$ cat src/rtl/mem_access_ctrl_pkg.sv
// rtl/mem_access_ctrl_pkg.sv - memory access op codes, response codes, FSM states and lane helpers
// Shared by the controller, its load extender and the bench.
package mem_access_ctrl_pkg;

  typedef enum logic [3:0] {
    MEM_OP_NONE = 4'd0,
    MEM_OP_LB   = 4'd1,
    MEM_OP_LBU  = 4'd2,
    MEM_OP_LH   = 4'd3,
    MEM_OP_LHU  = 4'd4,
    MEM_OP_LW   = 4'd5,
    MEM_OP_LL   = 4'd6,
    MEM_OP_SB   = 4'd8,
    MEM_OP_SH   = 4'd9,
    MEM_OP_SW   = 4'd10,
    MEM_OP_SC   = 4'd11
  } mem_op_e;

  typedef enum logic [1:0] {
    RESP_EXCP_OK   = 2'b00,
    RESP_EXCP_ADEL = 2'b01,
    RESP_EXCP_ADES = 2'b10,
    RESP_EXCP_TMO  = 2'b11
  } resp_excp_e;

  typedef enum logic [1:0] {
    ST_IDLE = 2'd0,
    ST_BUS  = 2'd1,
    ST_RESP = 2'd2
  } state_e;

  function automatic logic op_known(logic [3:0] op);
    case (mem_op_e'(op))
      MEM_OP_LB, MEM_OP_LBU, MEM_OP_LH, MEM_OP_LHU, MEM_OP_LW, MEM_OP_LL,
      MEM_OP_SB, MEM_OP_SH, MEM_OP_SW, MEM_OP_SC: return 1'b1;
      default:                                    return 1'b0;
    endcase
  endfunction

  function automatic logic op_is_store(mem_op_e op);
    case (op)
      MEM_OP_SB, MEM_OP_SH, MEM_OP_SW, MEM_OP_SC: return 1'b1;
      default:                                    return 1'b0;
    endcase
  endfunction

  function automatic logic op_misaligned(mem_op_e op, logic [1:0] lane);
    case (op)
      MEM_OP_LH, MEM_OP_LHU, MEM_OP_SH:           return lane[0];
      MEM_OP_LW, MEM_OP_LL, MEM_OP_SW, MEM_OP_SC: return lane != 2'b00;
      default:                                    return 1'b0;
    endcase
  endfunction

  function automatic logic [3:0] store_be(mem_op_e op, logic [1:0] lane);
    case (op)
      MEM_OP_SB:            return 4'b0001 << lane;
      MEM_OP_SH:            return 4'b0011 << {lane[1], 1'b0};
      MEM_OP_SW, MEM_OP_SC: return 4'b1111;
      default:              return 4'b0000;
    endcase
  endfunction

  // Replicating across lanes lets the RAM take data from any lane the enables select.
  function automatic logic [31:0] store_lane_data(mem_op_e op, logic [31:0] d);
    case (op)
      MEM_OP_SB:            return {4{d[7:0]}};
      MEM_OP_SH:            return {2{d[15:0]}};
      MEM_OP_SW, MEM_OP_SC: return d;
      default:              return 32'h0;
    endcase
  endfunction

endpackage

$ cat src/rtl/mem_access_ctrl_if.sv
// rtl/mem_access_ctrl_if.sv - MEM-stage request/response interface and data RAM bus interface
// The controller takes the slave side of the request interface and the master side of the RAM bus.
interface mem_access_ctrl_if #(
  parameter int ADDR_W = 32
);
  logic              req_valid;
  logic              req_ready;
  logic [3:0]        req_op;
  logic [ADDR_W-1:0] req_addr;
  logic [31:0]       req_wdata;
  logic              flush;
  logic              resp_valid;
  logic [31:0]       resp_rdata;
  logic [1:0]        resp_excp;
  logic              resp_sc_ok;

  modport master (
    output req_valid, req_op, req_addr, req_wdata, flush,
    input  req_ready, resp_valid, resp_rdata, resp_excp, resp_sc_ok
  );

  modport slave (
    input  req_valid, req_op, req_addr, req_wdata, flush,
    output req_ready, resp_valid, resp_rdata, resp_excp, resp_sc_ok
  );
endinterface

interface dram_bus_if #(
  parameter int ADDR_W = 32
);
  logic              dram_req;
  logic [3:0]        dram_we;
  logic [ADDR_W-1:0] dram_addr;
  logic [31:0]       dram_wdata;
  logic              dram_ack;
  logic [31:0]       dram_rdata;

  modport master (
    output dram_req, dram_we, dram_addr, dram_wdata,
    input  dram_ack, dram_rdata
  );

  modport slave (
    input  dram_req, dram_we, dram_addr, dram_wdata,
    output dram_ack, dram_rdata
  );
endinterface

$ cat src/rtl/mem_access_ctrl_load_ext.sv
// rtl/mem_access_ctrl_load_ext.sv - load lane select and sign/zero extension
// Purely combinational; fed with the registered op and byte lane of the access in flight.
module mem_access_ctrl_load_ext
  import mem_access_ctrl_pkg::*;
(
  input  mem_op_e     op,
  input  logic [1:0]  lane,
  input  logic [31:0] rdata,
  output logic [31:0] data
);

  logic [31:0] shifted;

  always_comb begin
    shifted = rdata >> {lane, 3'b000};
    case (op)
      MEM_OP_LB:            data = {{24{shifted[7]}}, shifted[7:0]};
      MEM_OP_LBU:           data = {24'h0, shifted[7:0]};
      MEM_OP_LH:            data = {{16{shifted[15]}}, shifted[15:0]};
      MEM_OP_LHU:           data = {16'h0, shifted[15:0]};
      MEM_OP_LW, MEM_OP_LL: data = shifted;
      default:              data = 32'h0;
    endcase
  end

endmodule

$ cat src/rtl/mem_access_ctrl.sv
// rtl/mem_access_ctrl.sv - sequences one load/store at a time onto the single-ported data RAM bus
// Define MEM_LLSC_EN to build LL/SC link tracking; without it LL acts as LW and SC always stores.
module mem_access_ctrl
  import mem_access_ctrl_pkg::*;
#(
  parameter int ADDR_W      = 32,
  parameter int BUS_TIMEOUT = 255
) (
  input logic              clk,
  input logic              rst_n,
  mem_access_ctrl_if.slave cpu,
  dram_bus_if.master       dram
);

  localparam int TMO_W = (BUS_TIMEOUT < 2) ? 1 : $clog2(BUS_TIMEOUT + 1);
  localparam logic [TMO_W-1:0] TMO_LAST = TMO_W'((BUS_TIMEOUT > 0) ? BUS_TIMEOUT - 1 : 0);

  state_e            state;
  mem_op_e           op_q;
  logic [1:0]        lane_q;
  logic              req_ready_q;
  logic              resp_valid_q;
  logic [31:0]       resp_rdata_q;
  logic [1:0]        resp_excp_q;
  logic              resp_sc_ok_q;
  logic              dram_req_q;
  logic [3:0]        dram_we_q;
  logic [ADDR_W-1:0] dram_addr_q;
  logic [31:0]       dram_wdata_q;
  logic [TMO_W-1:0]  tmo_cnt;
  logic              drop_resp;

  mem_op_e     req_op;
  logic        accept;
  logic        misaligned;
  logic        sc_reject;
  logic        squash;
  logic        timed_out;
  logic [31:0] ext_rdata;

  assign req_op     = mem_op_e'(cpu.req_op);
  assign accept     = (state == ST_IDLE) && cpu.req_valid && req_ready_q &&
                      !cpu.flush && op_known(cpu.req_op);
  assign misaligned = op_misaligned(req_op, cpu.req_addr[1:0]);
  assign squash     = drop_resp || cpu.flush;
  assign timed_out  = (BUS_TIMEOUT != 0) && (tmo_cnt == TMO_LAST);

`ifdef MEM_LLSC_EN
  logic              link;
  logic [ADDR_W-3:0] link_addr;
  logic              link_hit;

  assign link_hit  = link && (link_addr == cpu.req_addr[ADDR_W-1:2]);
  assign sc_reject = (req_op == MEM_OP_SC) && !link_hit;
`else
  assign sc_reject = 1'b0;
`endif

  mem_access_ctrl_load_ext u_load_ext (
    .op    (op_q),
    .lane  (lane_q),
    .rdata (dram.dram_rdata),
    .data  (ext_rdata)
  );

  always_ff @(posedge clk or negedge rst_n) begin
    if (!rst_n) begin
      state        <= ST_IDLE;
      op_q         <= MEM_OP_NONE;
      lane_q       <= 2'b00;
      req_ready_q  <= 1'b1;
      resp_valid_q <= 1'b0;
      resp_rdata_q <= 32'h0;
      resp_excp_q  <= RESP_EXCP_OK;
      resp_sc_ok_q <= 1'b0;
      dram_req_q   <= 1'b0;
      dram_we_q    <= 4'b0000;
      dram_addr_q  <= '0;
      dram_wdata_q <= 32'h0;
      tmo_cnt      <= '0;
      drop_resp    <= 1'b0;
`ifdef MEM_LLSC_EN
      link         <= 1'b0;
      link_addr    <= '0;
`endif
    end else begin
      case (state)
        ST_IDLE: begin
          if (accept) begin
            op_q         <= req_op;
            lane_q       <= cpu.req_addr[1:0];
            req_ready_q  <= 1'b0;
            resp_rdata_q <= 32'h0;
            resp_sc_ok_q <= 1'b0;
            resp_excp_q  <= RESP_EXCP_OK;
            tmo_cnt      <= '0;
            drop_resp    <= 1'b0;
            if (misaligned) begin
              state        <= ST_RESP;
              resp_valid_q <= 1'b1;
              resp_excp_q  <= op_is_store(req_op) ? RESP_EXCP_ADES : RESP_EXCP_ADEL;
            end else if (sc_reject) begin
              state        <= ST_RESP;
              resp_valid_q <= 1'b1;
            end else begin
              state        <= ST_BUS;
              dram_req_q   <= 1'b1;
              dram_we_q    <= store_be(req_op, cpu.req_addr[1:0]);
              dram_addr_q  <= {cpu.req_addr[ADDR_W-1:2], 2'b00};
              dram_wdata_q <= store_lane_data(req_op, cpu.req_wdata);
            end
`ifdef MEM_LLSC_EN
            // Any SC consumes the link; a plain store to the linked word breaks it.
            if (!misaligned && (req_op == MEM_OP_SC ||
                                (op_is_store(req_op) && link_hit)))
              link <= 1'b0;
`endif
          end
        end

        ST_BUS: begin
          drop_resp <= squash;
          if (dram.dram_ack) begin
            state        <= ST_RESP;
            dram_req_q   <= 1'b0;
            dram_we_q    <= 4'b0000;
            resp_valid_q <= !squash;
            resp_rdata_q <= op_is_store(op_q) ? 32'h0 : ext_rdata;
            resp_sc_ok_q <= (op_q == MEM_OP_SC);
`ifdef MEM_LLSC_EN
            if (op_q == MEM_OP_LL && !squash) begin
              link      <= 1'b1;
              link_addr <= dram_addr_q[ADDR_W-1:2];
            end
`endif
          end else if (timed_out) begin
            state        <= ST_RESP;
            dram_req_q   <= 1'b0;
            dram_we_q    <= 4'b0000;
            resp_valid_q <= !squash;
            resp_excp_q  <= RESP_EXCP_TMO;
          end else if (BUS_TIMEOUT != 0) begin
            tmo_cnt <= tmo_cnt + 1'b1;
          end
        end

        ST_RESP: begin
          state        <= ST_IDLE;
          resp_valid_q <= 1'b0;
          req_ready_q  <= 1'b1;
        end

        default: begin
          state       <= ST_IDLE;
          req_ready_q <= 1'b1;
          dram_req_q  <= 1'b0;
        end
      endcase
`ifdef MEM_LLSC_EN
      if (cpu.flush)
        link <= 1'b0;
`endif
    end
  end

  assign cpu.req_ready  = req_ready_q;
  assign cpu.resp_valid = resp_valid_q && !cpu.flush;
  assign cpu.resp_rdata = resp_rdata_q;
  assign cpu.resp_excp  = resp_excp_q;
  assign cpu.resp_sc_ok = resp_sc_ok_q;

  assign dram.dram_req   = dram_req_q;
  assign dram.dram_we    = dram_we_q;
  assign dram.dram_addr  = dram_addr_q;
  assign dram.dram_wdata = dram_wdata_q;

endmodule

$ cat src/flat_wrapper.sv
// flat-port wrapper written by rule: the top's interface ports become plain ports
module mem_access_ctrl_flat import mem_access_ctrl_pkg::*;
#(
  parameter int ADDR_W      = 32,
  parameter int BUS_TIMEOUT = 255
)
  (clk, rst_n, cpu_req_valid, cpu_req_op, cpu_req_addr, cpu_req_wdata, cpu_flush, cpu_req_ready, cpu_resp_valid, cpu_resp_rdata, cpu_resp_excp, cpu_resp_sc_ok, dram_dram_req, dram_dram_we, dram_dram_addr, dram_dram_wdata, dram_dram_ack, dram_dram_rdata);
  mem_access_ctrl_if #(.ADDR_W(ADDR_W)) cpu_i ();
  dram_bus_if #(.ADDR_W(ADDR_W)) dram_i ();
  input logic clk;
  input logic rst_n;
  input wire logic [$bits(cpu_i.req_valid)-1:0] cpu_req_valid;
  input wire logic [$bits(cpu_i.req_op)-1:0] cpu_req_op;
  input wire logic [$bits(cpu_i.req_addr)-1:0] cpu_req_addr;
  input wire logic [$bits(cpu_i.req_wdata)-1:0] cpu_req_wdata;
  input wire logic [$bits(cpu_i.flush)-1:0] cpu_flush;
  output wire logic [$bits(cpu_i.req_ready)-1:0] cpu_req_ready;
  output wire logic [$bits(cpu_i.resp_valid)-1:0] cpu_resp_valid;
  output wire logic [$bits(cpu_i.resp_rdata)-1:0] cpu_resp_rdata;
  output wire logic [$bits(cpu_i.resp_excp)-1:0] cpu_resp_excp;
  output wire logic [$bits(cpu_i.resp_sc_ok)-1:0] cpu_resp_sc_ok;
  output wire logic [$bits(dram_i.dram_req)-1:0] dram_dram_req;
  output wire logic [$bits(dram_i.dram_we)-1:0] dram_dram_we;
  output wire logic [$bits(dram_i.dram_addr)-1:0] dram_dram_addr;
  output wire logic [$bits(dram_i.dram_wdata)-1:0] dram_dram_wdata;
  input wire logic [$bits(dram_i.dram_ack)-1:0] dram_dram_ack;
  input wire logic [$bits(dram_i.dram_rdata)-1:0] dram_dram_rdata;
  assign cpu_i.req_valid = cpu_req_valid;
  assign cpu_i.req_op = cpu_req_op;
  assign cpu_i.req_addr = cpu_req_addr;
  assign cpu_i.req_wdata = cpu_req_wdata;
  assign cpu_i.flush = cpu_flush;
  assign cpu_req_ready = cpu_i.req_ready;
  assign cpu_resp_valid = cpu_i.resp_valid;
  assign cpu_resp_rdata = cpu_i.resp_rdata;
  assign cpu_resp_excp = cpu_i.resp_excp;
  assign cpu_resp_sc_ok = cpu_i.resp_sc_ok;
  assign dram_dram_req = dram_i.dram_req;
  assign dram_dram_we = dram_i.dram_we;
  assign dram_dram_addr = dram_i.dram_addr;
  assign dram_dram_wdata = dram_i.dram_wdata;
  assign dram_i.dram_ack = dram_dram_ack;
  assign dram_i.dram_rdata = dram_dram_rdata;
  mem_access_ctrl #(.ADDR_W(ADDR_W), .BUS_TIMEOUT(BUS_TIMEOUT)) u_core (.clk(clk), .rst_n(rst_n), .cpu(cpu_i), .dram(dram_i));
endmodule
$ cat config.mk
export PLATFORM = sky130hd
export DESIGN_NAME = mem_access_ctrl_flat
export DESIGN_NICKNAME = d
export VERILOG_FILES = /design/src/rtl/mem_access_ctrl_pkg.sv /design/src/rtl/mem_access_ctrl_if.sv /design/src/rtl/mem_access_ctrl_load_ext.sv /design/src/rtl/mem_access_ctrl.sv /design/src/flat_wrapper.sv
export SDC_FILE = /design/constraint.sdc
export NUM_CORES = 1
export LEC_CHECK = 0
export CAP_MARGIN = 20
export CORE_ASPECT_RATIO = 1.25
export CORE_MARGIN = 4
export CORE_UTILIZATION = 40
export DETAILED_ROUTE_END_ITERATION = 8
export PLACE_DENSITY = 0.73
export SYNTH_ARGS = -nofsm -noshare
export SYNTH_HDL_FRONTEND = slang
export SYNTH_SLANG_ARGS = --single-unit
$ cat constraint.sdc
create_clock -name clk -period 5.4 [get_ports clk]
set_input_delay 0.54 -clock clk [delete_from_list [all_inputs] [get_ports clk]]
set_output_delay 0.54 -clock clk [all_outputs]
set_load 0.03 [all_outputs]
Word-level counts from Yosys, hierarchy flattened
Memories as Yosys holds them, arrays and structs flattened. Cells that the tools add are included.

$add $sub $neg: 1. Equal/unequal tests: 29. Shift operators: 3. Muxes and demuxes: 50. Bitwise gates (word level): 3. Reductions and logical operators: 29.

Operator list (count): case mux 32 bit (5 select lines) (1); 2-to-1 mux 32 bit (3); case mux 32 bit (3 select lines) (1); case mux 32 bit (2 select lines) (1); == test 4 bit (second input constant) (8); >> shifter 32 x 5 -> 32 bit (1); == test 4 x 3 -> 1 bit (second input constant) (6); 2-to-1 mux 8 bit (3); AND reduction 4 bit (5); 2-to-1 mux 2 bit (9); 2-to-1 mux 1 bit (17); 2-to-1 mux 4 bit (4); case mux 8 bit (2 select lines) (1); == test 4 x 2 -> 1 bit (second input constant) (3); case mux 4 bit (3 select lines) (1); OR reduction 4 bit (3); adder 8 x 1 -> 8 bit (second input constant) (1); == test 8 bit (second input constant) (1); != test 2 bit (second input constant) (4); case mux 1 bit (2 select lines) (4); case mux 2 bit (2 select lines) (2); case mux 4 bit (2 select lines) (1); AND reduction 2 bit (4); != test 2 x 1 -> 1 bit (second input constant) (3); 17 further kinds (28).

Register bits after elaboration: 121. ROM bits: 16. Input port bits: 105. Logic and storage cells: 130. Memories: 1.

Memory list: (no name shown) (words 16, bits a word 1, rd ports 1, clocked after memory_dff 0, write ports 0, line mem_access_ctrl_pkg.sv:33) `case (mem_op_e'(op))`.

Longest topological paths before layout
Depth after elaboration: 11. Mapped depth: 10. Gate-level depth less buffers: 7.

By module
A second synthesis with hierarchy kept.

Cells, all modules: 629. Area, all modules: 6337.3 um^2.

Modules (own cells, without submodules): mem_access_ctrl (times used 1, cells an instance 521, area each 5500.3 um^2); mem_access_ctrl_load_ext (times used 1, cells an instance 108, area each 837.1 um^2).

Least setup slack after synthesis
OpenSTA, ideal clock, no wires.

Path type: input to register. Start: in cpu_req_op[0]. End: reg u_core.dram_addr_q[10] (netlist: u_core.dram.dram_addr[10]). Arrival: 2.313 ns. Required time: 5.272 ns. Slack: 2.959 ns. Stages: 10. Cell sequence: buf_2 -> or2_1 -> buf_6 -> or3_4 -> and3_1 -> buf_6 -> nand2_4 -> buf_8 -> buf_12 -> mux2_1.

Cells in the longest elaborated chain, start to end: 5.

RTL lines: from (decl) (line flat_wrapper.sv:13) `input wire logic [$bits(cpu_i.req_op)-1:0] cpu_req_op;`; == test 4 x 3 -> 1 bit, or another cell as far along (line mem_access_ctrl_pkg.sv:48) `case (op)`; OR reduction 4 bit or OR reduction 3 bit (tied branches) (line mem_access_ctrl_pkg.sv:48); case mux 1 bit (2 select lines) (line mem_access_ctrl_pkg.sv:48); inverter 1 bit (no source line); AND reduction 3 bit (no source line) *; to (signal assigned) (line mem_access_ctrl.sv:109) `dram_addr_q <= {cpu.req_addr[ADDR_W-1:2], 2'b00};`; to (decl) (line mem_access_ctrl.sv:28) `logic [ADDR_W-1:0] dram_addr_q;`.

Mark *: on every way between the ends. The rest lies on a longest branch, timed or not. A chain may end at the register's enable or synchronous reset.

Worst setup path after layout
Start: in cpu_req_op[0]. End: reg u_core.dram_addr_q[17] (netlist: u_core.dram.dram_addr[17]).

The elaborated chain is that of the path after synthesis.

==> qor.csv <==
stage,metric,value,unit
status,status,"complete, no violations",
cts,Skew-Pair Late Insertion Delay,410,ps
sta,RSZ-0062 raised after global routing,false,
cts,CTS tree,built,
sta,Final setup viols,0,
global_route,All-Layer GR Usage,21.4,%
cts,clock transition at the registers of the reported paths,60,ps
layout,Final #Nets,854,
yosys,top_reg_cell synth,dfrtp_1,
layout,fillers,1217,
sta,Slew headroom,33.7,%
sta,Final Hold Fails,0,
setup_path,r2r setup slk,2670,ps
setup_path,kind of critical path,input port to register,
detailed_routing,DR vias,5061,
sta,final critical-path required period,3260,ps
global_route,number of global-route vias before repair,5402,
sta,final hold slack,481,ps
yosys,Yosys top cell by area,dfrtp_1,
detailed_routing,routed wire length,17.9,mm
layout,area of the multi-input gates,0.00267,sq mm
global_route,first-pass GRT wire length,27.9,mm
yosys,async set-reset flop share out of synthesis,100,%
global_route,largest net degree at the start of global routing,84,
hold_path,worst hold path class,register to register,
yosys,most area-consuming cells after synthesis,"dfrtp_1 51%, mux2_2 9.5%, mux2i_1 5.9%",
yosys,Mapped Cells,548,
floorplan,Site Rows,49,
layout,area added between synthesis and finish,46.7,%
detailed_routing,Residual DRC,0,
setup_path,max incr delay on CP,790,ps
placed_design,HPWL after DPL,13.3,mm
yosys,Mapped Area,0.00594,sq mm
job,maxcap violations,0,
global_route,initial antenna violation count,0,
yosys,Mean Syn Cell Area,10.8,sq um
placed_design,Port Buffer Count,208,
setup_path,"Cell Chain, Critical Path","clkdlybuf4s50_1, or2_1, or3_4, and3_1, nand2_4, mux2_2",
detailed_routing,routed wire length per instance,19.0,um
cts,clk sink count,121,
pwr,Max rail drop VDD,0.379,mV
setup_path,CP Capture Type,register,
pwr,pwr dens,527,mW/mm^2
setup_path,Slowest cell on crit path,clkdlybuf4s50_1,
sta,Max Slew Vio Count,0,
detailed_routing,Vias/cell,5.40,
setup_path,Arrival @ worst endpoint,3550,ps
sta,PnR worst setup slack,2140,ps
setup_path,"delay-heaviest family, CP",simple AND/OR/NAND/NOR gates,
floorplan,Chip Width,117,um
cts,Num CTS Buffers,17,
sta,clk_skew,11.0,ps
placed_design,Place WS,1740,ps
sta,Worst Tran Pin Value,995,ps
global_route,GRT overflow,0,
sta,Setup TNS,0,ps
floorplan,Die Y,144,um
cts,Post-CTS Setup Repair Bufs,0,
detailed_routing,Pre-antenna DRT Iters,4,
floorplan,Die ar.,0.0169,sq mm
layout,n_diodes,0,
setup_path,startpoint types,input port,
floorplan,initial core utilization,41.1,%
setup_path,CP Data Required Time,5690,ps
layout,Final Util,60.3,%
yosys,Post-synth EDFFs,0,
placed_design,Routability Congestion,0.829,
yosys,"FF+latch count, synth",121,
setup_path,Bufs and invs on worst path,1,
yosys,Ys Warns,0,
detailed_routing,initial DRC count,364,
detailed_routing,antenna-violating nets left,0,
floorplan,core region area,0.0145,sq mm
sta,max frequency,307,MHz
floorplan,Top Ports,211,
cts,Root Buffer,clkbuf_16,
layout,share of layout cells above drive strength 1,14.2,%
cts,Max Buffers Root-to-Sink,2,
setup_path,CP Max Fanout,68,
yosys,register area share after synthesis,51.0,%
cts,H-tree Lvls,4,
sta,period utilization,60.4,%
layout,register area,0.00303,sq mm
yosys,Netlist cell types,53,
pwr,Lkg Pwr,3.83,nW
yosys,area fraction of the dominant cell type after synthesis,50.5,%
per-stage QoR:
stage	instances	cell area [sq um]	power, mW
floorplan	549	5950	2.59
global placement	903	8070	3.40
detailed placement	903	8070	3.45
CTS	935	8680	4.63
global route	938	8720	4.83
finish	938	8720	4.60
cell usage after synthesis, types with 4 or more instances:
cell       number
dfrtp_1       120
a32o_1          7
nand2_1        66
buf_2          10
nand4_1        11
inv_1           4
clkbuf_1       13
nor2_1         42
nor2b_1        11
nand3_1         4
o21ai_0        33
mux2_2         50
xor2_1          5
buf_4           8
a21oi_1        37
mux2_1          6
a211o_1         7
and3_1          4
buf_1           4
nor3_1          4
a221o_1         9
mux2i_1        35
a21bo_2         8
o2bb2ai_1       5
logic make-up after synthesis:
group	after synthesis	share of synthesized area, %
XOR/XNOR	7	1.03
other	1	0.0631
adder cells (fa/ha/maj)	2	0.421
AO/OA/AOI/OAI	124	14.3
flip-flops	121	51.0
AND/OR/NAND/NOR	158	12.2
multiplexers	92	16.9
buffers and inverters	43	4.15
worst register-to-register path: stages, from the launching register on:
cell,delay [ps]
dfstp_2,540
nand2_1,60
nor4_1,660
and3_1,340
nand2_4,470
mux2_1,530
placed cells by master (no fill, tap or decap), types with 3 or more instances in the layout:
| cell | instances |
|---|---|
| inv_6 | 5 |
| o21ai_0 | 33 |
| mux2_2 | 50 |
| nor2b_1 | 11 |
| nand2_1 | 66 |
| nand4_1 | 11 |
| a21bo_2 | 8 |
| a211o_1 | 7 |
| buf_4 | 8 |
| inv_8 | 4 |
| a32o_1 | 7 |
| o21a_1 | 3 |
| o22ai_1 | 3 |
| nand3_1 | 4 |
| nand2b_1 | 3 |
| nor3_1 | 4 |
| clkdlybuf4s50_1 | 207 |
| a221o_1 | 9 |
| xor2_1 | 5 |
| o2bb2ai_1 | 5 |
| inv_1 | 4 |
| mux2_1 | 6 |
| and3_1 | 4 |
| nor2_1 | 42 |
| o211ai_1 | 3 |
| a21oi_1 | 37 |
| clkbuf_16 | 17 |
| mux2i_1 | 35 |
| dfrtp_1 | 120 |
layout make-up:
type,count,area share [%]
tap,178,2.55
sequential,121,34.7
inverter,4,0.172
clock buffer,17,4.88
clock inverter,15,2.08
timing repair buffer,218,24.9
multi-input combinational,385,30.6
sequential cells by signal (all words and copies together) (netlist names):
register and flops:
u_core.dram.dram_addr 30, u_core.dram.dram_req 1, u_core.state 2, u_core.cpu.resp_excp 2, u_core.op_q 4, u_core.tmo_cnt 8, u_core.lane_q 2, u_core.cpu.resp_sc_ok 1
u_core.dram.dram_we 4, u_core.dram.dram_wdata 32, u_core.cpu.req_ready 1, u_core.resp_valid_q 1, u_core.drop_resp 1, u_core.cpu.resp_rdata 32
metal layers:
layer / track usage [%] / vias up / wire, um
li1: - / 2355 / -
met1: 24.4 / 2454 / 6860
met2: 35.6 / 223 / 8650
met3: 9.63 / 29 / 1950
met4: 7.13 / 0 / 393
met5: 0 / - / 0
what timing repair did:
item / CTS / global route
gates resized for setup: 0 / 0
endpoints found under the hold margin: 0 / 11
hold buffers: 0 / 1
path summary, 6_finish.rpt:
check	from	to	cells past startpoint
max in group asynchronous	rst_n	u_core.dram.dram_wdata[21]	4
min in group asynchronous	rst_n	u_core.cpu.resp_rdata[20]	2
max	cpu_req_op[0]	u_core.dram.dram_addr[17]	6
max reg2reg	u_core.cpu.req_ready	u_core.dram.dram_addr[11]	5
min	u_core.cpu.resp_rdata[8]	u_core.cpu.resp_rdata[8]	2
min reg2reg	u_core.cpu.resp_rdata[8]	u_core.cpu.resp_rdata[8]	2
power by group:
| part | total (mW) | switching (mW) | internal [mW] |
|---|---|---|---|
| Clock | 1.17 | 0.467 | 0.700 |
| Combinational | 1.97 | 1.08 | 0.890 |
| Sequential | 1.46 | 0.241 | 1.22 |
Note: power is estimated with default switching activity, not from simulation.
